`config.mk`:
```
export PLATFORM = sky130hd
export DESIGN_NAME = mem_port_arbiter
export DESIGN_NICKNAME = d
export VERILOG_FILES = /design/src/rtl/mem_port_arbiter_pkg.sv /design/src/rtl/mem_port_arbiter_watchdog.sv /design/src/rtl/mem_port_arbiter.sv
export SDC_FILE = /design/constraint.sdc
export NUM_CORES = 1
export LEC_CHECK = 0
export BUFFER_PORTS_ARGS = -buffer_cell sky130_fd_sc_hd__buf_2
export CORE_UTILIZATION = 30
export DETAILED_ROUTE_END_ITERATION = 16
export PLACE_DENSITY_LB_ADDON = 0.12
export SYNTH_ARGS = -nofsm -noshare
export SYNTH_HDL_FRONTEND = slang
export SYNTH_SLANG_ARGS = --single-unit
```
`constraint.sdc`:
```
create_clock -name clock -period 4.1 [get_ports clock]
set_clock_uncertainty 0.1 [all_clocks]
set_input_delay 0.205 -clock clock [delete_from_list [all_inputs] [get_ports clock]]
set_output_delay 0.205 -clock clock [all_outputs]
set_load 0.01 [all_outputs]
```
`src/rtl/mem_port_arbiter_pkg.sv`:
```
// Purpose: shared types and the tie-break helper for the IF/D memory port arbiter.
// Latency: n/a (types and pure functions only).
// Backpressure: n/a.
package mem_port_arbiter_pkg;

    typedef enum logic [1:0] {
        ARB_IDLE,
        ARB_ISSUE,
        ARB_WAIT_RSP
    } arb_state_t;

    typedef enum logic {
        OWNER_IF,
        OWNER_D
    } mem_owner_t;

    // Chooses who gets the next access. A lone requester always wins. On a tie,
    // data either wins outright or the two alternate, based on who went last.
    function automatic mem_owner_t pick_owner(
        input logic       if_req,
        input logic       d_req,
        input mem_owner_t last_owner,
        input logic       data_priority
    );
        mem_owner_t sel;
        if (if_req && d_req) begin
            if (data_priority) begin
                sel = OWNER_D;
            end else begin
                sel = (last_owner == OWNER_D) ? OWNER_IF : OWNER_D;
            end
        end else if (d_req) begin
            sel = OWNER_D;
        end else begin
            sel = OWNER_IF;
        end
        return sel;
    endfunction

endpackage

```
`src/rtl/mem_port_arbiter_watchdog.sv`:
```
// Purpose: counts cycles spent waiting for a memory response and flags a hung access.
// Latency: expired is combinational, high in the TIMEOUT-th consecutive enabled cycle.
// Backpressure: none; clear wins over enable.
//
// Ports:
//   clock, reset  clock and asynchronous active-high reset
//   clear         zero the count (used whenever the arbiter is not waiting)
//   enable        count this cycle
//   expired       the current enabled cycle is the TIMEOUT-th one
module mem_port_arbiter_watchdog #(
    parameter int unsigned TIMEOUT = 255
) (
    input  logic clock,
    input  logic reset,
    input  logic clear,
    input  logic enable,
    output logic expired
);

    localparam int unsigned      CNT_W    = $clog2(TIMEOUT + 1);
    localparam logic [CNT_W-1:0] LAST_CNT = CNT_W'(TIMEOUT - 1);

    logic [CNT_W-1:0] count;

    // The count holds the number of enabled cycles already completed, so the
    // TIMEOUT-th cycle is the one where the count equals TIMEOUT-1.
    assign expired = enable && (count == LAST_CNT);

    always_ff @(posedge clock or posedge reset) begin
        if (reset) begin
            count <= '0;
        end else if (clear) begin
            count <= '0;
        end else if (enable && !expired) begin
            count <= count + CNT_W'(1);
        end
    end

endmodule

```
`src/rtl/mem_port_arbiter.sv`:
```
// Purpose: shares one single-ported memory between instruction fetch (IF) and data (D), one access outstanding.
// Latency: zero-wait memory gives gnt 1 cycle and rvalid 3 cycles after req; next issue 1 cycle after rvalid.
// Backpressure: mem_ready low holds the request in ISSUE with fields frozen; requesters hold req until gnt.
//
// Ports:
//   clock, reset                         clock and asynchronous active-high reset
//   if_req/if_addr -> if_gnt             IF read request and 1-cycle accept pulse
//   if_rvalid/if_rdata                   IF read completion, registered
//   d_req/d_we/d_addr/d_wdata/d_be       D load/store request
//   d_gnt, d_rvalid/d_rdata              D accept pulse and completion (rdata 0 for stores)
//   mem_req/we/addr/wdata/be, mem_ready  memory request side
//   mem_rvalid/mem_rdata                 memory response side
//   bus_err                              sticky timeout / stray-response flag, cleared only by reset
module mem_port_arbiter
    import mem_port_arbiter_pkg::*;
#(
    parameter int unsigned ADDR_W        = 32,
    parameter int unsigned DATA_W        = 32,
    parameter int unsigned DATA_PRIORITY = 0,
    parameter int unsigned TIMEOUT       = 255
) (
    input  logic                clock,
    input  logic                reset,
    input  logic                if_req,
    input  logic [ADDR_W-1:0]   if_addr,
    output logic                if_gnt,
    output logic                if_rvalid,
    output logic [DATA_W-1:0]   if_rdata,
    input  logic                d_req,
    input  logic                d_we,
    input  logic [ADDR_W-1:0]   d_addr,
    input  logic [DATA_W-1:0]   d_wdata,
    input  logic [DATA_W/8-1:0] d_be,
    output logic                d_gnt,
    output logic                d_rvalid,
    output logic [DATA_W-1:0]   d_rdata,
    output logic                mem_req,
    output logic                mem_we,
    output logic [ADDR_W-1:0]   mem_addr,
    output logic [DATA_W-1:0]   mem_wdata,
    output logic [DATA_W/8-1:0] mem_be,
    input  logic                mem_ready,
    input  logic                mem_rvalid,
    input  logic [DATA_W-1:0]   mem_rdata,
    output logic                bus_err
);

    localparam int unsigned BE_W = DATA_W / 8;

    typedef struct packed {
        logic              we;
        logic [ADDR_W-1:0] addr;
        logic [DATA_W-1:0] wdata;
        logic [BE_W-1:0]   be;
    } mem_req_t;

    arb_state_t        state;
    mem_owner_t        owner;
    mem_owner_t        last_owner;
    mem_owner_t        next_owner;
    mem_req_t          req_q;
    mem_req_t          next_req;
    logic              mem_req_q;
    logic              if_rvalid_q;
    logic              d_rvalid_q;
    logic [DATA_W-1:0] if_rdata_q;
    logic [DATA_W-1:0] d_rdata_q;
    logic              bus_err_q;
    logic [DATA_W-1:0] rsp_data;
    logic              wdog_expired;

    mem_port_arbiter_watchdog #(
        .TIMEOUT (TIMEOUT)
    ) u_watchdog (
        .clock   (clock),
        .reset   (reset),
        .clear   (state != ARB_WAIT_RSP),
        .enable  (state == ARB_WAIT_RSP),
        .expired (wdog_expired)
    );

    assign next_owner = pick_owner(if_req, d_req, last_owner, DATA_PRIORITY != 0);

    // Request fields captured in IDLE; IF accesses are always full-width reads.
    always_comb begin
        next_req = '0;
        if (next_owner == OWNER_D) begin
            next_req.we    = d_we;
            next_req.addr  = d_addr;
            next_req.wdata = d_wdata;
            next_req.be    = d_be;
        end else begin
            next_req.we    = 1'b0;
            next_req.addr  = if_addr;
            next_req.wdata = '0;
            next_req.be    = '1;
        end
    end

    // Stores and aborted accesses complete with zero data.
    assign rsp_data = (mem_rvalid && !req_q.we) ? mem_rdata : '0;

    always_ff @(posedge clock or posedge reset) begin
        if (reset) begin
            state       <= ARB_IDLE;
            owner       <= OWNER_D;
            last_owner  <= OWNER_D;
            req_q       <= '0;
            mem_req_q   <= 1'b0;
            if_rvalid_q <= 1'b0;
            d_rvalid_q  <= 1'b0;
            if_rdata_q  <= '0;
            d_rdata_q   <= '0;
            bus_err_q   <= 1'b0;
        end else begin
            if_rvalid_q <= 1'b0;
            d_rvalid_q  <= 1'b0;

            // Any response arriving with nothing outstanding is stray.
            if (mem_rvalid && (state != ARB_WAIT_RSP)) begin
                bus_err_q <= 1'b1;
            end

            case (state)
                ARB_IDLE: begin
                    if (if_req || d_req) begin
                        owner     <= next_owner;
                        req_q     <= next_req;
                        mem_req_q <= 1'b1;
                        state     <= ARB_ISSUE;
                    end
                end
                ARB_ISSUE: begin
                    if (mem_ready) begin
                        last_owner <= owner;
                        mem_req_q  <= 1'b0;
                        state      <= ARB_WAIT_RSP;
                    end
                end
                ARB_WAIT_RSP: begin
                    // A real response in the expiry cycle wins over the abort.
                    if (mem_rvalid || wdog_expired) begin
                        if (owner == OWNER_IF) begin
                            if_rvalid_q <= 1'b1;
                            if_rdata_q  <= rsp_data;
                        end else begin
                            d_rvalid_q  <= 1'b1;
                            d_rdata_q   <= rsp_data;
                        end
                        if (!mem_rvalid) begin
                            bus_err_q <= 1'b1;
                        end
                        state <= ARB_IDLE;
                    end
                end
                default: state <= ARB_IDLE;
            endcase
        end
    end

    // Accept is the memory's handshake, so the grant follows mem_ready directly.
    assign if_gnt    = (state == ARB_ISSUE) && mem_ready && (owner == OWNER_IF);
    assign d_gnt     = (state == ARB_ISSUE) && mem_ready && (owner == OWNER_D);
    assign if_rvalid = if_rvalid_q;
    assign if_rdata  = if_rdata_q;
    assign d_rvalid  = d_rvalid_q;
    assign d_rdata   = d_rdata_q;
    assign mem_req   = mem_req_q;
    assign mem_we    = req_q.we;
    assign mem_addr  = req_q.addr;
    assign mem_wdata = req_q.wdata;
    assign mem_be    = req_q.be;
    assign bus_err   = bus_err_q;

endmodule

```
## Word-level counts from Yosys, hierarchy flattened

Index checks and enable logic that the tools add are counted.

| storage, ports and cells | value |
|---|---|
| memories kept | 0 |
| bits in latches | 0 |
| input port bits | 139 |
| word-level logic and storage cells | 68 |
| output and inout port bits | 139 |
| bits in writable memories | 0 |
| register bits | 149 |
| memory bits (read-only) | 0 |

| cells by class | value |
|---|---|
| divide/modulo/power cells | 0 |
| add/sub/neg operators | 1 |
| multiplexer cells | 24 |
| equality and inequality tests | 7 |
| shift-type cells | 0 |
| bitwise gates (word level) | 1 |
| reductions and logical operators | 21 |
| multiply operators | 0 |
| magnitude comparators | 0 |

Operators with widths:

| cell | count |
|---|---|
| $mux W69 | 1 |
| $mux W32 | 1 |
| $mux W8 | 2 |
| $mux W1 | 15 |
| $reduce_and A3 Y1 | 4 |
| $add A8 B1 Y8 const B | 1 |
| $eq A8 B8 Y1 const B | 1 |
| $logic_and A1 B1 Y1 | 8 |
| $ne A2 B2 Y1 const B | 4 |
| $mux W2 | 3 |
| $pmux W2 S3 | 1 |
| $reduce_and A2 Y1 | 2 |
| $reduce_bool A2 Y1 | 2 |
| $eq A2 B1 Y1 const B | 1 |
| $eq A2 B2 Y1 const B | 1 |
| $logic_not A1 Y1 | 2 |
| $logic_not A2 Y1 | 1 |
| $logic_or A1 B1 Y1 | 2 |
| $pmux W1 S2 | 1 |
| $not A1 Y1 | 1 |

## Logic depth before layout (Yosys ltp)

Gate-level depths: netlist of the first run.

| logic depth | value |
|---|---|
| depth in word-level cells | 6 |
| mapped depth | 8 |
| gate-level depth less buffers | 5 |

## Hierarchy

A second synthesis of the first run with hierarchy kept.

| unflattened totals | value |
|---|---|
| cell total of the unflattened synthesis | 515 |
| area, all modules | 6243.5 sq um |

By module, submodules not included:

| module | instances | seq. area each (sq um) | area an instance (sq um) | cells an instance |
|---|---|---|---|---|
| mem_port_arbiter | 1 | 3530.9 | 5744.3 | 465 |
| mem_port_arbiter_watchdog | 1 | 200.2 | 499.2 | 50 |

## Worst setup path after synthesis of the first run

No wires, ideal clock.

| timing | value |
|---|---|
| path type | reg2reg |
| from | register u_watchdog.count[0] |
| to | register d_rdata_q[22], in the netlist d_rdata[22] |
| data arrival time | 1.595 ns |
| required time | 3.876 ns |
| library setup time | 0.124 ns |
| cell stages (with the launch flop) | 9 |
| slack | 2.281 ns |
| buffers on the path | 3 |
| clock period less this slack | 1.819 ns |
| path through | dfrtp_1 inv_1 ha_1 and3_1 clkbuf_1 a21o_1 buf_2 buf_2 o21ai_1 |

| between the ends | value |
|---|---|
| word-level cells in the longest chain between the ends | 4 |

RTL lines:

| item | RTL line | source |
|---|---|---|
| from (decl) | mem_port_arbiter_watchdog.sv:23 | `logic [CNT_W-1:0] count;` |
| from (signal assigned) | mem_port_arbiter_watchdog.sv:35 | `count <= count + CNT_W'(1);` |
| $eq A8 B8 Y1 | mem_port_arbiter_watchdog.sv:27 | `assign expired = enable && (count == LAST_CNT);` |
| $logic_and A1 B1 Y1 | mem_port_arbiter_watchdog.sv:27 |  |
| $logic_or A1 B1 Y1 | mem_port_arbiter.sv:142 | `if (mem_rvalid \|\| wdog_expired) begin` |
| $reduce_and A3 Y1 (no source line) | -- |  |
| to (signal assigned) | mem_port_arbiter.sv:148 | `d_rdata_q <= rsp_data;` |
| to (decl) | mem_port_arbiter.sv:67 | `logic [DATA_W-1:0] d_rdata_q;` |

No other way between the ends.
A chain may end at the register's enable or synchronous reset.

## Final worst setup path of the first run

| timing | value |
|---|---|
| from | register u_watchdog.count[0] |
| to | register d_rdata_q[13], in the netlist d_rdata[13] |

The elaborated chain is that of the path after synthesis.

==> flow_summary_export.csv, run 1 <==
group,metric,value,unit
run_status,status,"finished, final reports clean",
setup_path,timing.rr.start,"u_watchdog.count[0]$_DFFE_PP0P_",
logic_synthesis,synth_edf_count,0,
floorplan,fp.dieH,154,um
final_layout,final-seq-area,3730,um^2
setup_path,critPathBufInv,1,
route,wl_per_cell,16.2,um
worst_hold_path,hold_path_end,"mem_addr[20]$_DFFE_PP0P_",
setup_path,cp.arrival,2.64,ns
setup_path,required,4.24,ns
final_layout,diodes,0,
floorplan,die_width,154,um
clock_tree,htreeDepth,4,
logic_synthesis,async_flop_share,100,%
setup_path,critPathKind,"flop to flop",
global_route,antenna_found_initial,0,
route,wl,19100,um
setup_path,crit_chain,"inv_1, ha_1, and3_1, a21o_2, o21ai_0",
clock_tree,insertion_delay,0.41,ns
global_route,grt_start_max_net_pins,76,
clock_tree,post_cts_buffers,0,
setup_path,cp_top_family,"compound AO/OA/AOI/OAI gates",
setup_path,rrSetupSlack,1.59,ns
placement,dpl.hpwl,12800,um
worst_hold_path,holdCritStartpoint,"d_addr[20]",
setup_path,timing.rr.end,"d_rdata[13]$_DFFE_PP0P_",
sta,post-route-min-period,2.51,ns
placement,gp_congestion,0.768,
setup_path,endpoint_kind,"flop",
route,drt-vias-per-instance,4.69,
logic_synthesis,syn_avg_cell_area,12.1,um^2
final_layout,layout_common_cells,"277 x buf_2, 147 x dfrtp_1, 67 x inv_1, 64 x mux2i_1, 58 x o21ai_0",
sta,hold_viol,0,
global_route,grt_pass1_vias,5790,
final_layout,multi_input_area,2780,um^2
clock_tree,clk_path_buf_depth,2,
logic_synthesis,ys_ff_latch,149,
route,ant_nets,0,
logic_synthesis,ys.flop_type,"dfrtp_1",
setup_path,critPathSlowestCell,"a21o_2",
floorplan,row_count,55,
setup_path,start_kind,"flop",
final_layout,final_nets,1021,
logic_synthesis,syn_nets,716,
clock_tree,cts.sinks,149,
floorplan,die-area,23800,um^2
floorplan,io_pins,278,
setup_path,reg2reg_depth,5,
sta,max_freq,0.399,GHz
power,ir_drop,0.284,mV
clock_tree,clkTransAtPathRegs,0.07,ns
sta,fin_worst_hold_slack,0.0445,ns
setup_path,critical-path-max-stage-delay,0.90,ns
clock_tree,cts-buffers-inserted,17,
logic_synthesis,syn_inst,575,
power,leakage,0.00485,uW
sta,worst_pin_slew,1.12,ns
floorplan,core,22700,um^2
final_layout,fillCellCount,2154,
final_layout,area_growth,38.0,%
sta,slew_headroom,25.3,%
sta,fin_tns_setup,0,ns
route,remaining_drc_errors,0,
route,num_vias,5527,
clock_tree,cts_root_buf,"clkbuf_16",
placement,port_buffers,277,
route,drt_iter0_drc,181,
worst_hold_path,holdCritPathClass,"primary input to flop",
run,drv_cap,0,
final_layout,final_common_cell,"buf_2",
logic_synthesis,syn_area,6950,um^2
sta,rsz0062_at_grt,"no",
floorplan,start_util,30.6,%
clock_tree,cts_tree,"built",
logic_synthesis,yosysSeqAreaShare,53.7,%
sta,drv_slew,0,
global_route,grt_pass1_wl,30100,um
sta,setup_violations,0,
final_layout,drive_gt1_share,43.8,%
logic_synthesis,yosys_warnings,0,
power,power,6300,uW
global_route,overflow,0,
power,powerDensity,657,nW/um^2
global_route,track_usage,16.2,%
sta,final.period_utilization,61.2,%
setup_path,crit_path_max_fanout,67,
worst_hold_path,hold_depth,3,
route,dr.pass1.iters,4,
logic_synthesis,synth_cell_type_count,38,
state kept, by name, indices dropped and copies added (netlist names), 2 cells and up:
register,count
if_rdata,32
u_watchdog.count,8
mem_be,4
mem_addr,32
state,2
mem_wdata,32
d_rdata,32
metrics by stage:
stage                     area, um^2  utilization (%)  instances  setup slack, ns
final                           9590             42.2       1178             1.59
after global routing            9590             42.2       1178             1.36
after CTS                       9590             42.2       1178             1.59
after detailed placement        8580             37.8       1107             1.59
after global placement          8580             37.8       1107             1.76
after floorplan                 6950                -        575             1.92
Yosys cell counts (2+ instances only):
| library cell | number | area share, % |
|---|---|---|
| a211oi_1 | 2 | 0.22 |
| a21o_1 | 2 | 0.22 |
| a21oi_1 | 5 | 0.36 |
| a22o_1 | 33 | 4.2 |
| a31oi_1 | 3 | 0.27 |
| and2_1 | 2 | 0.18 |
| and3_1 | 2 | 0.18 |
| and3b_1 | 33 | 4.2 |
| buf_2 | 17 | 1.2 |
| buf_4 | 3 | 0.32 |
| buf_6 | 4 | 0.65 |
| clkbuf_1 | 14 | 0.76 |
| dfrtp_1 | 147 | 53 |
| dfstp_2 | 2 | 0.76 |
| ha_1 | 2 | 0.36 |
| inv_1 | 68 | 3.7 |
| mux2_2 | 35 | 5.7 |
| mux2_4 | 29 | 6.3 |
| mux2i_1 | 64 | 9.2 |
| nand2_1 | 6 | 0.32 |
| nand2b_1 | 2 | 0.18 |
| nand3_1 | 2 | 0.14 |
| nand4_1 | 2 | 0.18 |
| nor2_1 | 4 | 0.22 |
| nor3_1 | 8 | 0.58 |
| nor3b_1 | 2 | 0.22 |
| o21ai_0 | 58 | 4.2 |
| o21ai_1 | 11 | 0.79 |
| o22a_1 | 4 | 0.50 |
worst reg2reg max path: cells and delay by family, from the launching register on:
kind,cells,cell delay [ns]
AOI/OAI and AO/OA,2,1.16
and+or+nand+nor,1,0.27
DFF,1,0.46
adders and majority gates,1,0.21
buffers and inverters,1,0.12
where the power goes:
group / internal, uW / leakage, uW / switching (uW)
combinational: 1130 / 0.00292 / 1130
sequential: 2000 / 0.00163 / 386
clock: 1000 / 0.000305 / 645
metal layers:
layer / wire (um) / up-vias / track usage [%]
li1: - / 2618 / -
met1: 8380 / 2661 / 19.9
met2: 8940 / 222 / 26.9
met3: 1290 / 26 / 4.85
met4: 437 / 0 / 6.14
met5: 0 / - / 0
final cells by class:
class | count | area share [%]
well taps | 285 | 3.72
clock buffers | 19 | 4.72
multi-input cells | 320 | 28.9
repair buffers | 324 | 19.3
clock inverters | 13 | 1.76
inverters | 68 | 2.70
flip-flops and latches | 149 | 38.9
logic make-up after synthesis:
logic type	Yosys count	synth area share (%)
compound gates	122	11.2
simple gates	68	6.99
flops	149	53.7
buf+inv	106	6.63
fa+ha+maj	2	0.360
mux	128	21.2
how the worst max path moves through the flow:
stage	from	end	cells past startpoint
finish	u_watchdog.count[0]$_DFFE_PP0P_	d_rdata[13]$_DFFE_PP0P_	5
global route	u_watchdog.count[0]$_DFFE_PP0P_	if_rdata[2]$_DFFE_PP0P_	5
CTS	u_watchdog.count[0]$_DFFE_PP0P_	d_rdata[7]$_DFFE_PP0P_	5
detailed placement	u_watchdog.count[0]$_DFFE_PP0P_	d_rdata[7]$_DFFE_PP0P_	5
global placement	u_watchdog.count[0]$_DFFE_PP0P_	d_rdata[18]$_DFFE_PP0P_	5
floorplan	reset	bus_err$_DFF_PP0_	1
timing repair:
item | 4_1_cts | 5_1_grt
endpoints found under the hold margin | 67 | 0
hold buffers | 39 | 0
gates resized for setup | 0 | 0
No activity file was read; power rests on OpenSTA's default activity.
==> run 2: changes to the inputs <==
==> constraint.sdc (replaced) <==
create_clock -name clock -period 2.4 [get_ports clock]
set_clock_uncertainty 0.1 [all_clocks]
set_input_delay 0.12 -clock clock [delete_from_list [all_inputs] [get_ports clock]]
set_output_delay 0.12 -clock clock [all_outputs]
set_load 0.01 [all_outputs]
==> flow_summary_export.csv, run 2 (synthesis results as in run 1) <==
group,metric,value,unit
clock_tree,htreeDepth,4,
route,remaining_drc_errors,0,
setup_path,critPathSlowestCell,"dlygate4sd3_1",
clock_tree,cts-buffers-inserted,17,
placement,dp_cells,1113,
setup_path,cp_top_family,"buffers and inverters",
setup_path,endpoint_kind,"flop",
final_layout,final_cells,1258,
setup_path,cp.arrival,2.51,ns
run,drv_cap,0,
worst_hold_path,holdCritPathClass,"primary input to flop",
sta,fin_tns_setup,0,ns
sta,slew_headroom,13.0,%
sta,setup_violations,0,
route,drt-vias-per-instance,4.57,
route,num_vias,5752,
global_route,grt_pass1_wl,31500,um
floorplan,row_count,55,
route,dr.pass1.iters,4,
setup_path,required,2.61,ns
clock_tree,clkTransAtPathRegs,0.06,ns
sta,max_freq,0.435,GHz
route,wl_per_cell,15.8,um
route,drt_iter0_drc,228,
final_layout,drive_gt1_share,40.8,%
clock_tree,post_cts_buffers,0,
floorplan,core,22700,um^2
floorplan,fp.dieH,154,um
placement,dpl.hpwl,13100,um
placement,place_area,8700,um^2
placement,port_buffers,277,
power,powerDensity,1040,nW/um^2
setup_path,path_common_cell,"mux2_2",
floorplan,start_util,30.6,%
setup_path,critical-path-max-stage-delay,0.55,ns
floorplan,die_width,154,um
sta,final.period_utilization,95.7,%
clock_tree,cts_root_buf,"clkbuf_16",
final_layout,design_area,10500,um^2
setup_path,crit_chain,"a21bo_4, buf_12, mux2_2, dlygate4sd3_1, mux2_2",
setup_path,critPathKind,"flop to flop",
setup_path,crit_path_max_fanout,17,
global_route,grt_pass1_vias,5973,
route,wl,19900,um
global_route,grt_start_max_net_pins,46,
global_route,overflow,0,
sta,rsz0062_at_grt,"no",
setup_path,critPathBufInv,2,
clock_tree,clk_path_buf_depth,2,
placement,gp_congestion,0.783,
power,ir_drop,0.556,mV
clock_tree,cts.sinks,149,
final_layout,final_nets,1101,
sta,worst_pin_slew,1.30,ns
route,ant_nets,0,
setup_path,start_kind,"flop",
power,leakage,0.00520,uW
run_status,status,"finished, final reports clean",
final_layout,diodes,0,
global_route,track_usage,17.0,%
final_layout,final_common_cell,"buf_2",
sta,post-route-min-period,2.30,ns
floorplan,die-area,23800,um^2
sta,hold_viol,0,
final_layout,layout_common_cells,"277 x buf_2, 147 x dfrtp_1, 112 x dlygate4sd3_1, 67 x inv_1, 64 x mux2i_1",
final_layout,area_growth,50.4,%
floorplan,io_pins,278,
clock_tree,cts_tree,"built",
global_route,antenna_found_initial,1,
sta,drv_slew,0,
clock_tree,insertion_delay,0.42,ns
==> run 2: cell types whose count changed in the layout (fill, tap and decap cells not counted), sizes merged <==
cell / change
bufinv: -1
clkbuf: +2
inv: -1
clkinvlp: +3
dlygate4sd3: +73
buf: +6
clkinv: -2
==> run 2: stage by stage <==
stage                     power [uW]  hold WS [ns]  setup slack (ns)  utilization, %
after floorplan                 6420         0.127             0.307               -
after global placement          7950         0.153             0.453            38.3
after detailed placement        8040         0.154             0.345            38.3
after CTS                      11000      0.000369            0.0183            45.9
after global routing           11600        0.0274            0.0515            46.0
final                          10900        0.0207             0.102            46.0
==> run 2: final timing paths <==
kind,start,to,slack [ns],depth (start not counted)
worst max-delay path,last_owner$_DFFE_PP1P_,mem_addr[27]$_DFFE_PP0P_,0.10,5
worst min-delay path,mem_rdata[0],d_rdata[0]$_DFFE_PP0P_,0.02,4
worst max register to register,last_owner$_DFFE_PP1P_,mem_addr[27]$_DFFE_PP0P_,0.10,5
worst min register to register,bus_err$_DFF_PP0_,bus_err$_DFF_PP0_,0.37,2
max in group asynchronous,reset,last_owner$_DFFE_PP1P_,1.25,4
min in group asynchronous,reset,mem_wdata[0]$_DFFE_PP0P_,0.23,3
==> run 2: tightest hold or removal path, stage by stage <==
cell     delay, ns
buf_2         0.07
and3b_1       0.18
mux2i_1       0.07
o21ai_0       0.06
==> run 2: area by class of cell <==
cell class	count	area [um^2]
fill	2091	12300
sequential	149	3730
multi-input combinational	320	2780
timing repair buffer	404	2730
clock buffer	20	457
tap	285	357
inverter	68	259
clock inverter	12	143
==> run 2: routing by layer <==
layer	vias up	global-route usage [%]	part of all wire, %
met5	-	0	0.070
met2	203	27.9	47
met4	2	6.71	1.3
met1	2744	21.1	44
li1	2785	-	-
met3	18	5.02	6.9
==> run 2: timing repair <==
action	4_1_cts	5_1_grt
endpoints found under the setup margin	0	5
resized for setup	0	1
hold buffers	112	0
hold endpoints to repair	108	0
==> run 2: power by group <==
group	switching (uW)	internal, uW	leakage, uW
registers	582	3420	0.00163
logic	2060	2130	0.00329
clock network	1120	1600	0.000280
total	3760	7150	0.00520
